$ cat config.mk
export PLATFORM = sky130hd
export DESIGN_NAME = booth_digit_accumulator
export DESIGN_NICKNAME = d
export VERILOG_FILES = /design/src/rtl/booth_pkg.sv /design/src/rtl/booth_pp_select.sv /design/src/rtl/booth_digit_accumulator.sv
export SDC_FILE = /design/constraint.sdc
export NUM_CORES = 1
export LEC_CHECK = 0
export CAP_MARGIN = 0
export CORE_MARGIN = 2
export CORE_UTILIZATION = 47
export DETAILED_ROUTE_END_ITERATION = 6
export PLACE_DENSITY = 0.72
export SLEW_MARGIN = 25
export SYNTH_ARGS = -nofsm -noshare
export SYNTH_HDL_FRONTEND = slang
export SYNTH_SLANG_ARGS = --single-unit
$ cat constraint.sdc
create_clock -name clk -period 5.1 [get_ports clk]
set_input_delay 1.02 -clock clk [delete_from_list [all_inputs] [get_ports clk]]
set_output_delay 1.02 -clock clk [all_outputs]
set_load 0.1 [all_outputs]
$ cat src/rtl/booth_pkg.sv
// Shared definitions for the radix-4 Booth digit accumulator.
// Holds the Booth code constants, the control state encoding and a
// helper that tells legal digit codes from illegal ones.
package booth_pkg;

    localparam logic [2:0] BOOTH_ZERO = 3'b000;
    localparam logic [2:0] BOOTH_P1   = 3'b001;
    localparam logic [2:0] BOOTH_P2   = 3'b010;
    localparam logic [2:0] BOOTH_N1   = 3'b101;
    localparam logic [2:0] BOOTH_N2   = 3'b110;

    typedef enum logic [1:0] {
        IDLE  = 2'd0,
        ACCUM = 2'd1,
        DONE  = 2'd2
    } state_t;

    // Only the five codes a Booth encoder can emit are legal.
    function automatic logic is_legal_code(input logic [2:0] code);
        logic legal;
        case (code)
            BOOTH_ZERO: legal = 1'b1;
            BOOTH_P1:   legal = 1'b1;
            BOOTH_P2:   legal = 1'b1;
            BOOTH_N1:   legal = 1'b1;
            BOOTH_N2:   legal = 1'b1;
            default:    legal = 1'b0;
        endcase
        return legal;
    endfunction

endpackage

$ cat src/rtl/booth_pp_select.sv
// Combinational partial-product selector.
// Maps a 3-bit Booth code and a signed multiplicand to the partial
// product 0, +M, +2M, -M or -2M, formed at WIDTH+2 bits so that -2M of
// the most negative multiplicand still fits. Illegal codes give 0.
// Ports: booth_code (in, 3), mcand (in, WIDTH), pp (out, WIDTH+2).
module booth_pp_select
    import booth_pkg::*;
#(
    parameter int WIDTH = 8
) (
    input  logic [2:0]       booth_code,
    input  logic [WIDTH-1:0] mcand,
    output logic [WIDTH+1:0] pp
);

    logic [WIDTH+1:0] m_ext_s;
    logic [WIDTH+1:0] m2_ext_s;

    assign m_ext_s  = {{2{mcand[WIDTH-1]}}, mcand};
    assign m2_ext_s = {m_ext_s[WIDTH:0], 1'b0};

    // Select the signed multiple of the multiplicand.
    always_comb begin
        pp = '0;
        case (booth_code)
            BOOTH_ZERO: pp = '0;
            BOOTH_P1:   pp = m_ext_s;
            BOOTH_P2:   pp = m2_ext_s;
            BOOTH_N1:   pp = (~m_ext_s) + {{(WIDTH+1){1'b0}}, 1'b1};
            BOOTH_N2:   pp = (~m2_ext_s) + {{(WIDTH+1){1'b0}}, 1'b1};
            default:    pp = '0;
        endcase
    end

endmodule

$ cat src/rtl/booth_digit_accumulator.sv
// Sequential back end of a radix-4 Booth multiplier.
// Latches a signed multiplicand on start, then accepts NDIG Booth digit
// codes (LSB digit first) over a valid/ready handshake, adding each
// partial product shifted by two bits per digit into a 2*WIDTH-bit
// accumulator. The product is offered on a valid/ready output and held
// until taken. code_err flags any illegal digit seen in the operation.
// Ports: clk, rst_n (async active-low), start, mcand, busy,
//        code_valid/code_ready/booth_code (digit input),
//        prod_valid/prod_ready/product (result), code_err.
module booth_digit_accumulator
    import booth_pkg::*;
#(
    parameter int WIDTH = 8
) (
    input  logic                 clk,
    input  logic                 rst_n,
    input  logic                 start,
    input  logic [WIDTH-1:0]     mcand,
    output logic                 busy,
    input  logic                 code_valid,
    output logic                 code_ready,
    input  logic [2:0]           booth_code,
    output logic                 prod_valid,
    input  logic                 prod_ready,
    output logic [2*WIDTH-1:0]   product,
    output logic                 code_err
);

    localparam int NDIG  = WIDTH / 2;
    localparam int IDX_W = (NDIG > 1) ? $clog2(NDIG) : 1;
    localparam logic [IDX_W-1:0] LAST_IDX = IDX_W'(NDIG - 1);

    state_t               state_q, state_d;
    logic [IDX_W-1:0]     idx_q, idx_d;
    logic [2*WIDTH-1:0]   acc_q, acc_d;
    logic [WIDTH-1:0]     mcand_q, mcand_d;
    logic                 err_q, err_d;

    logic [WIDTH+1:0]     pp_s;
    logic [2*WIDTH-1:0]   pp_ext_s;
    logic [2*WIDTH-1:0]   pp_shift_s;
    logic                 accept_s;

    booth_pp_select #(.WIDTH(WIDTH)) u_pp_select (
        .booth_code (booth_code),
        .mcand      (mcand_q),
        .pp         (pp_s)
    );

    // Digit k carries weight 4^k, hence the shift by twice the index.
    assign pp_ext_s   = {{(WIDTH-2){pp_s[WIDTH+1]}}, pp_s};
    assign pp_shift_s = pp_ext_s << {idx_q, 1'b0};

    // Handshake outputs decode directly from the state register.
    assign code_ready = (state_q == ACCUM);
    assign busy       = (state_q != IDLE);
    assign prod_valid = (state_q == DONE);
    assign product    = acc_q;
    assign code_err   = err_q;
    assign accept_s   = code_valid && (state_q == ACCUM);

    // Next-state, datapath and sticky-error update.
    always_comb begin
        state_d = state_q;
        idx_d   = idx_q;
        acc_d   = acc_q;
        mcand_d = mcand_q;
        err_d   = err_q;
        case (state_q)
            IDLE: begin
                if (start) begin
                    mcand_d = mcand;
                    acc_d   = '0;
                    idx_d   = '0;
                    err_d   = 1'b0;
                    state_d = ACCUM;
                end else begin
                    state_d = IDLE;
                end
            end
            ACCUM: begin
                if (accept_s) begin
                    // Illegal codes already select pp=0; only the flag is extra.
                    acc_d = acc_q + pp_shift_s;
                    err_d = err_q | ~is_legal_code(booth_code);
                    if (idx_q == LAST_IDX) begin
                        idx_d   = '0;
                        state_d = DONE;
                    end else begin
                        idx_d   = idx_q + {{(IDX_W-1){1'b0}}, 1'b1};
                        state_d = ACCUM;
                    end
                end else begin
                    state_d = ACCUM;
                end
            end
            DONE: begin
                if (prod_ready) begin
                    state_d = IDLE;
                end else begin
                    state_d = DONE;
                end
            end
            default: begin
                state_d = IDLE;
            end
        endcase
    end

    // State and datapath registers; reset discards any partial result.
    always_ff @(posedge clk or negedge rst_n) begin
        if (!rst_n) begin
            state_q <= IDLE;
            idx_q   <= '0;
            acc_q   <= '0;
            mcand_q <= '0;
            err_q   <= 1'b0;
        end else begin
            state_q <= state_d;
            idx_q   <= idx_d;
            acc_q   <= acc_d;
            mcand_q <= mcand_d;
            err_q   <= err_d;
        end
    end

endmodule

After elaboration in Yosys (flattened, before gate mapping) --
Index checks and enable logic that the tools add are counted.
Word-level totals: register bits 29
Operators by class: bitwise logic cells 4, add/subtract/negate cells 4, equality and inequality tests 9, reduce and logical (&&, ||, !) cells 8, shift-type cells 1, multiplexer cells 19
Operators by type and width (count):
- $pmux 10 s4 | 1
- $mux 16 | 2
- $pmux 16 s2 | 1
- $add 10x1->10 const B | 2
- $not 10->10 | 2
- $add 16x16->16 | 1
- $shl 16x3->16 | 1
- $mux 2 | 6
- $eq 3x3->1 const B | 2
- $mux 1 | 6
- $pmux 2 s3 | 1
- $reduce_or 5->1 | 1
- $eq 2x2->1 const B | 2
- $pmux 2 s2 | 1
- $reduce_bool 2->1 | 2
- $eq 3x1->1 const B | 1
- $eq 3x2->1 const B | 1
- $logic_not 3->1 | 1
- $reduce_and 3->1 | 1
- $add 2x1->2 const B | 1
- $eq 2x1->1 const B | 1
- $logic_not 2->1 | 1
- $ne 2x1->1 const B | 1
- $ne 2x2->1 const B | 1
- other kinds (5) | 5

Depth between registers and ports, before layout --
depth after elaboration 9, mapped depth 18, depth with buffers taken out 17

Cells and area by module --
Synthesis repeated with hierarchy kept, for this count alone.
Second synthesis, totals: cell total of the unflattened synthesis 282, area total of the unflattened synthesis 2489.9 sq um
Modules (own cells, without submodules):
- booth_digit_accumulator | cells each 227, instances 1, area each 2103.3 sq um, seq. area each 725.7 sq um
- booth_pp_select | cells each 55, instances 1, area each 386.6 sq um, seq. area each 0.0 sq um

Least setup slack after synthesis --
No wires, ideal clock.
kind input to register, from input booth_code[1], to register acc_q[14] (netlist: product[14]), stages 15, setup slack 1.252 ns, data arrival time 3.719 ns, path through inv_1 -> ha_1 -> clkbuf_1 -> a22oi_1 -> nor2_1 -> a31oi_1 -> nor2_1 -> ha_1 -> a21o_1 -> a21o_1 -> a31oi_1 -> a21oi_1 -> a2111oi_0 -> or4_1 -> nand3_1
Between the ends: cells in the longest elaborated chain, start to end 6, elaborated cells between the ends (all ways) 9
Ends and longest elaborated chain:
- from (decl) | line booth_digit_accumulator.sv:22 | input logic [2:0] booth_code,
- $eq 3x3->1, or another cell as far along | line booth_pp_select.sv:25 | case (booth_code)
- $pmux 10 s4 * | line booth_pp_select.sv:25
- $shl 16x3->16 * | line booth_digit_accumulator.sv:52 | assign pp_shift_s = pp_ext_s << {idx_q, 1'b0};
- $add 16x16->16 * | line booth_digit_accumulator.sv:84 | acc_d = acc_q + pp_shift_s;
- $mux 16 * | line booth_digit_accumulator.sv:82 | if (accept_s) begin
- $pmux 16 s2 * | line booth_digit_accumulator.sv:69 | case (state_q)
- to (signal assigned) | line booth_digit_accumulator.sv:115 | acc_q <= '0;
- to (signal assigned) | line booth_digit_accumulator.sv:121 | acc_q <= acc_d;
- to (decl) | line booth_digit_accumulator.sv:35 | logic [2*WIDTH-1:0] acc_q, acc_d;
Every way passes the cells marked *; elsewhere a longest branch is shown, timed or not. The select of a mux whose other input is x is not followed. A chain may end at the register's enable or synchronous reset.

Final worst setup path --
from input booth_code[2], to register acc_q[14] (netlist: product[14])
The elaborated chain is that of the path after synthesis.

==> results.txt <==
overall fraction of global-route tracks in use -> 19.10%
Std-Cell Rows -> 26
Final TNS setup -> 0 ns
vias after detailed routing -> 2244
standby leakage power -> 0.001314 uW
total length of routed wires -> 5520 um
Max-cap violations -> 0
number of register bits inferred by synthesis -> 29
final net count -> 364
critical-path cell with the highest stage delay -> sky130_fd_sc_hd__clkdlybuf4s50_1
Largest stage delay, worst path -> 0.68 ns
Setup Buffers After CTS -> 0
hold violation count in the final report -> 0
number of setup violations in the final report -> 0
Hold WS -> 0.5042 ns
CTS Root Cell -> sky130_fd_sc_hd__clkbuf_8
CTS tree -> done
Overall Power -> 2028 uW
crit path from -> booth_code[2]
final routed DRC violation total -> 0
crit-path cells -> clkdlybuf4s50_1, nand2b_1, xnor2_1, a22oi_1, nor2_1, a31oi_1, nor2_1, ha_1, a21o_1, a21o_1, a31oi_1, a21oi_1, a2111oi_0, or4_1, nand3_1
net count after synthesis -> 335
startpoint kind of the worst setup timing path -> input port
Max Clk Rate -> 217.2 MHz
setup repair after global routing missed its margin -> no
total global routing overflow -> 0
worst hold path type -> reg -> reg
number of detailed-routing iterations run before antenna repair -> 4
routability congestion estimate -> 0.8836
post-placement setup slack -> 0.2763 ns
skew final -> 0.003792 ns
CORE AREA -> 5107 sq um
data required time of the critical path -> 5.27 ns
time the final worst path needs with I/O delays and setup -> 4.604 ns
most instantiated flip-flop cell in the synthesis netlist -> sky130_fd_sc_hd__dfrtp_1
share of synthesized registers carrying an async set or reset -> 100.0%
pwr/cell area -> 680.1 nW/um^2
CTS Hold Bufs -> 0
slack of the critical path -> 0.4960 ns
netlist area before placement -> 2499 sq um
capturing point of the worst reg2reg path -> product[14]$_DFFE_PN0P_
register area share after synthesis -> 29.04%
count of flip-flops with a built-in enable after synthesis -> 0
Critical Path Sink Type -> flop
clock-pin slew reported for the worst setup and hold paths after clock tree synthesis -> 0.07 ns
maximum number of pins on one net before global-route repair -> 30
DIE HEIGHT -> 76.91 um
worst ir drop on vdd -> 420.7 uV
max-slew violations -> 0
ANT nets after route -> 0
launch instance of the worst register-to-register path -> mcand_q[0]$_DFFE_PN0P_
initial antenna violation count -> 0
maximum buffer depth of the clock tree -> 2
period utilisation layout -> 90.27%
WP data arrival -> 4.77 ns
count of cell types in the netlist -> 52
buffers added on ports -> 35
Cells after Synth -> 296
DP Area -> 2890 sq um
number of I/O pins -> 36
diodes inserted -> 0
mean cell area of the mapped netlist -> 8.441 sq um
Min-Delay Startpoint -> code_err$_DFFE_PN0P_
global-route wire length before repair -> 9418 um
via count of the first global-routing pass -> 2057
post-DR vias/cell -> 5.667
layout overhead on the synthesized area -> 19.33%
share of final-layout standard cells stronger than drive strength 1 -> 8.282%
post-DR wirelength/cell -> 13.94 um
full die area -> 5915 sq um
Chip Width -> 76.91 um
slew at the pin with the worst max-slew slack -> 0.9720 ns
clock latency on the worst-skew pair -> 0.28 ns
HPWL after detailed placement -> 4227 um
violation count after the first detailed-route iteration -> 165
R2R depth -> 14
Critical path destination -> product[14]$_DFFE_PN0P_
largest fanout on the critical path -> 11
post-route cell area -> 2982 sq um
CTS Buf Count -> 5
internal reg-to-reg setup slack -> 1.12 ns
Resize count post-CTS -> 0
starting density of the core -> 48.92%
result of the run -> finished clean
total number of clock tree sinks -> 29
critical path class -> in -> reg
yosys synthesis warning count -> 0
deepest level of the CTS H-tree -> 2
Max transition margin -> 35.00%
worst max-delay path, delay by kind of cell:
| family | cells | cell delay (ns) |
|---|---|---|
| and+or+nand+nor | 5 | 0.53 |
| xor gates and xnor gates | 1 | 0.17 |
| AOI/OAI and AO/OA | 7 | 2.00 |
| buffers and inverters | 1 | 0.68 |
| adders and majority gates | 1 | 0.34 |
cell usage in the layout (no fill, tap or decap), types with 5 or more instances in the layout:
master                             n
sky130_fd_sc_hd__nor2_1           15
sky130_fd_sc_hd__nand3_1           5
sky130_fd_sc_hd__a21o_1           10
sky130_fd_sc_hd__nand4_1           6
sky130_fd_sc_hd__nand2_1          44
sky130_fd_sc_hd__o21ai_0          26
sky130_fd_sc_hd__ha_1             22
sky130_fd_sc_hd__mux2_2            5
sky130_fd_sc_hd__xor2_1            8
sky130_fd_sc_hd__a21oi_1          14
sky130_fd_sc_hd__xnor2_1          11
sky130_fd_sc_hd__inv_1            11
sky130_fd_sc_hd__clkdlybuf4s50_1  35
sky130_fd_sc_hd__clkbuf_8          5
sky130_fd_sc_hd__dfrtp_1          29
synth_stat cells (3+ instances only):
cell type | number | area [sq um]
sky130_fd_sc_hd__a211oi_1 | 4 | 30.03
sky130_fd_sc_hd__a21o_1 | 10 | 75.07
sky130_fd_sc_hd__a21oi_1 | 14 | 70.07
sky130_fd_sc_hd__a221oi_1 | 3 | 26.28
sky130_fd_sc_hd__a22o_1 | 4 | 35.03
sky130_fd_sc_hd__a22oi_1 | 3 | 22.52
sky130_fd_sc_hd__a31oi_1 | 3 | 18.77
sky130_fd_sc_hd__clkbuf_1 | 14 | 52.55
sky130_fd_sc_hd__dfrtp_1 | 29 | 725.7
sky130_fd_sc_hd__ha_1 | 22 | 275.3
sky130_fd_sc_hd__inv_1 | 11 | 41.29
sky130_fd_sc_hd__mux2_2 | 5 | 56.30
sky130_fd_sc_hd__mux2i_1 | 3 | 30.03
sky130_fd_sc_hd__nand2_1 | 44 | 165.2
sky130_fd_sc_hd__nand2b_1 | 4 | 25.02
sky130_fd_sc_hd__nand3_1 | 5 | 25.02
sky130_fd_sc_hd__nand4_1 | 6 | 37.54
sky130_fd_sc_hd__nor2_1 | 16 | 60.06
sky130_fd_sc_hd__nor3_1 | 4 | 20.02
sky130_fd_sc_hd__nor3b_1 | 3 | 22.52
sky130_fd_sc_hd__o21a_1 | 4 | 30.03
sky130_fd_sc_hd__o21ai_0 | 26 | 130.1
sky130_fd_sc_hd__o22ai_1 | 3 | 18.77
sky130_fd_sc_hd__o31ai_1 | 4 | 30.03
sky130_fd_sc_hd__xnor2_1 | 11 | 96.34
sky130_fd_sc_hd__xor2_1 | 8 | 70.07
through the flow:
stage / cells / util [%]
after floorplan: 296 / -
after global placement: 388 / 56.54
after detailed placement: 388 / 56.59
after CTS: 396 / 58.38
after global routing: 396 / 58.38
final: 396 / 58.38
cell families after synthesis:
logic type      synth area share [%]
simple gates                   18.38
compound gates                 26.44
flops                          29.04
buf+inv                        4.206
fa+ha+maj                      11.82
xor+xnor                       6.660
mux                            3.455
how the worst min path moves through the flow:
| stage | slack, ns | endpoint | depth (start not counted) |
|---|---|---|---|
| after CTS | 0.51 | code_err$_DFFE_PN0P_ | 2 |
| after global placement | 0.49 | code_err$_DFFE_PN0P_ | 2 |
| after global routing | 0.55 | code_err$_DFFE_PN0P_ | 2 |
| final | 0.50 | code_err$_DFFE_PN0P_ | 2 |
| after floorplan | 0.53 | mcand_q[1]$_DFFE_PN0P_ | 2 |
| after detailed placement | 0.49 | code_err$_DFFE_PN0P_ | 2 |
state kept, by name, summed over array words and instances (netlist names):
signal and flops:
mcand_q 8, state_q 2, code_err 1, product 16
idx_q 2
area by class of cell:
cell class | count | area [sq um]
clock buffers | 5 | 68.82
clock inverters | 3 | 22.52
fillers | 478 | 2126
inverters | 11 | 41.29
multi-input cells | 241 | 1670
flip-flops and latches | 29 | 725.7
well taps | 70 | 87.58
repair buffers | 37 | 365.4
report_power, final:
group / switching, uW / leakage (uW) / internal, uW
Combinational: 918 / 0.000910 / 444
Sequential: 143 / 0.000367 / 330
Clock: 97.4 / 0.0000364 / 95.6
per-layer routing:
metal / global-route usage [%] / part of all wire, % / vias to the layer above
li1: - / - / 1137
met2: 29.74 / 44 / 55
met3: 4.471 / 6.1 / 6
met4: 3.273 / 0.83 / 0
met5: 0 / 0 / -
met1: 27.33 / 49 / 1046
(Power assumes the default switching activity.)
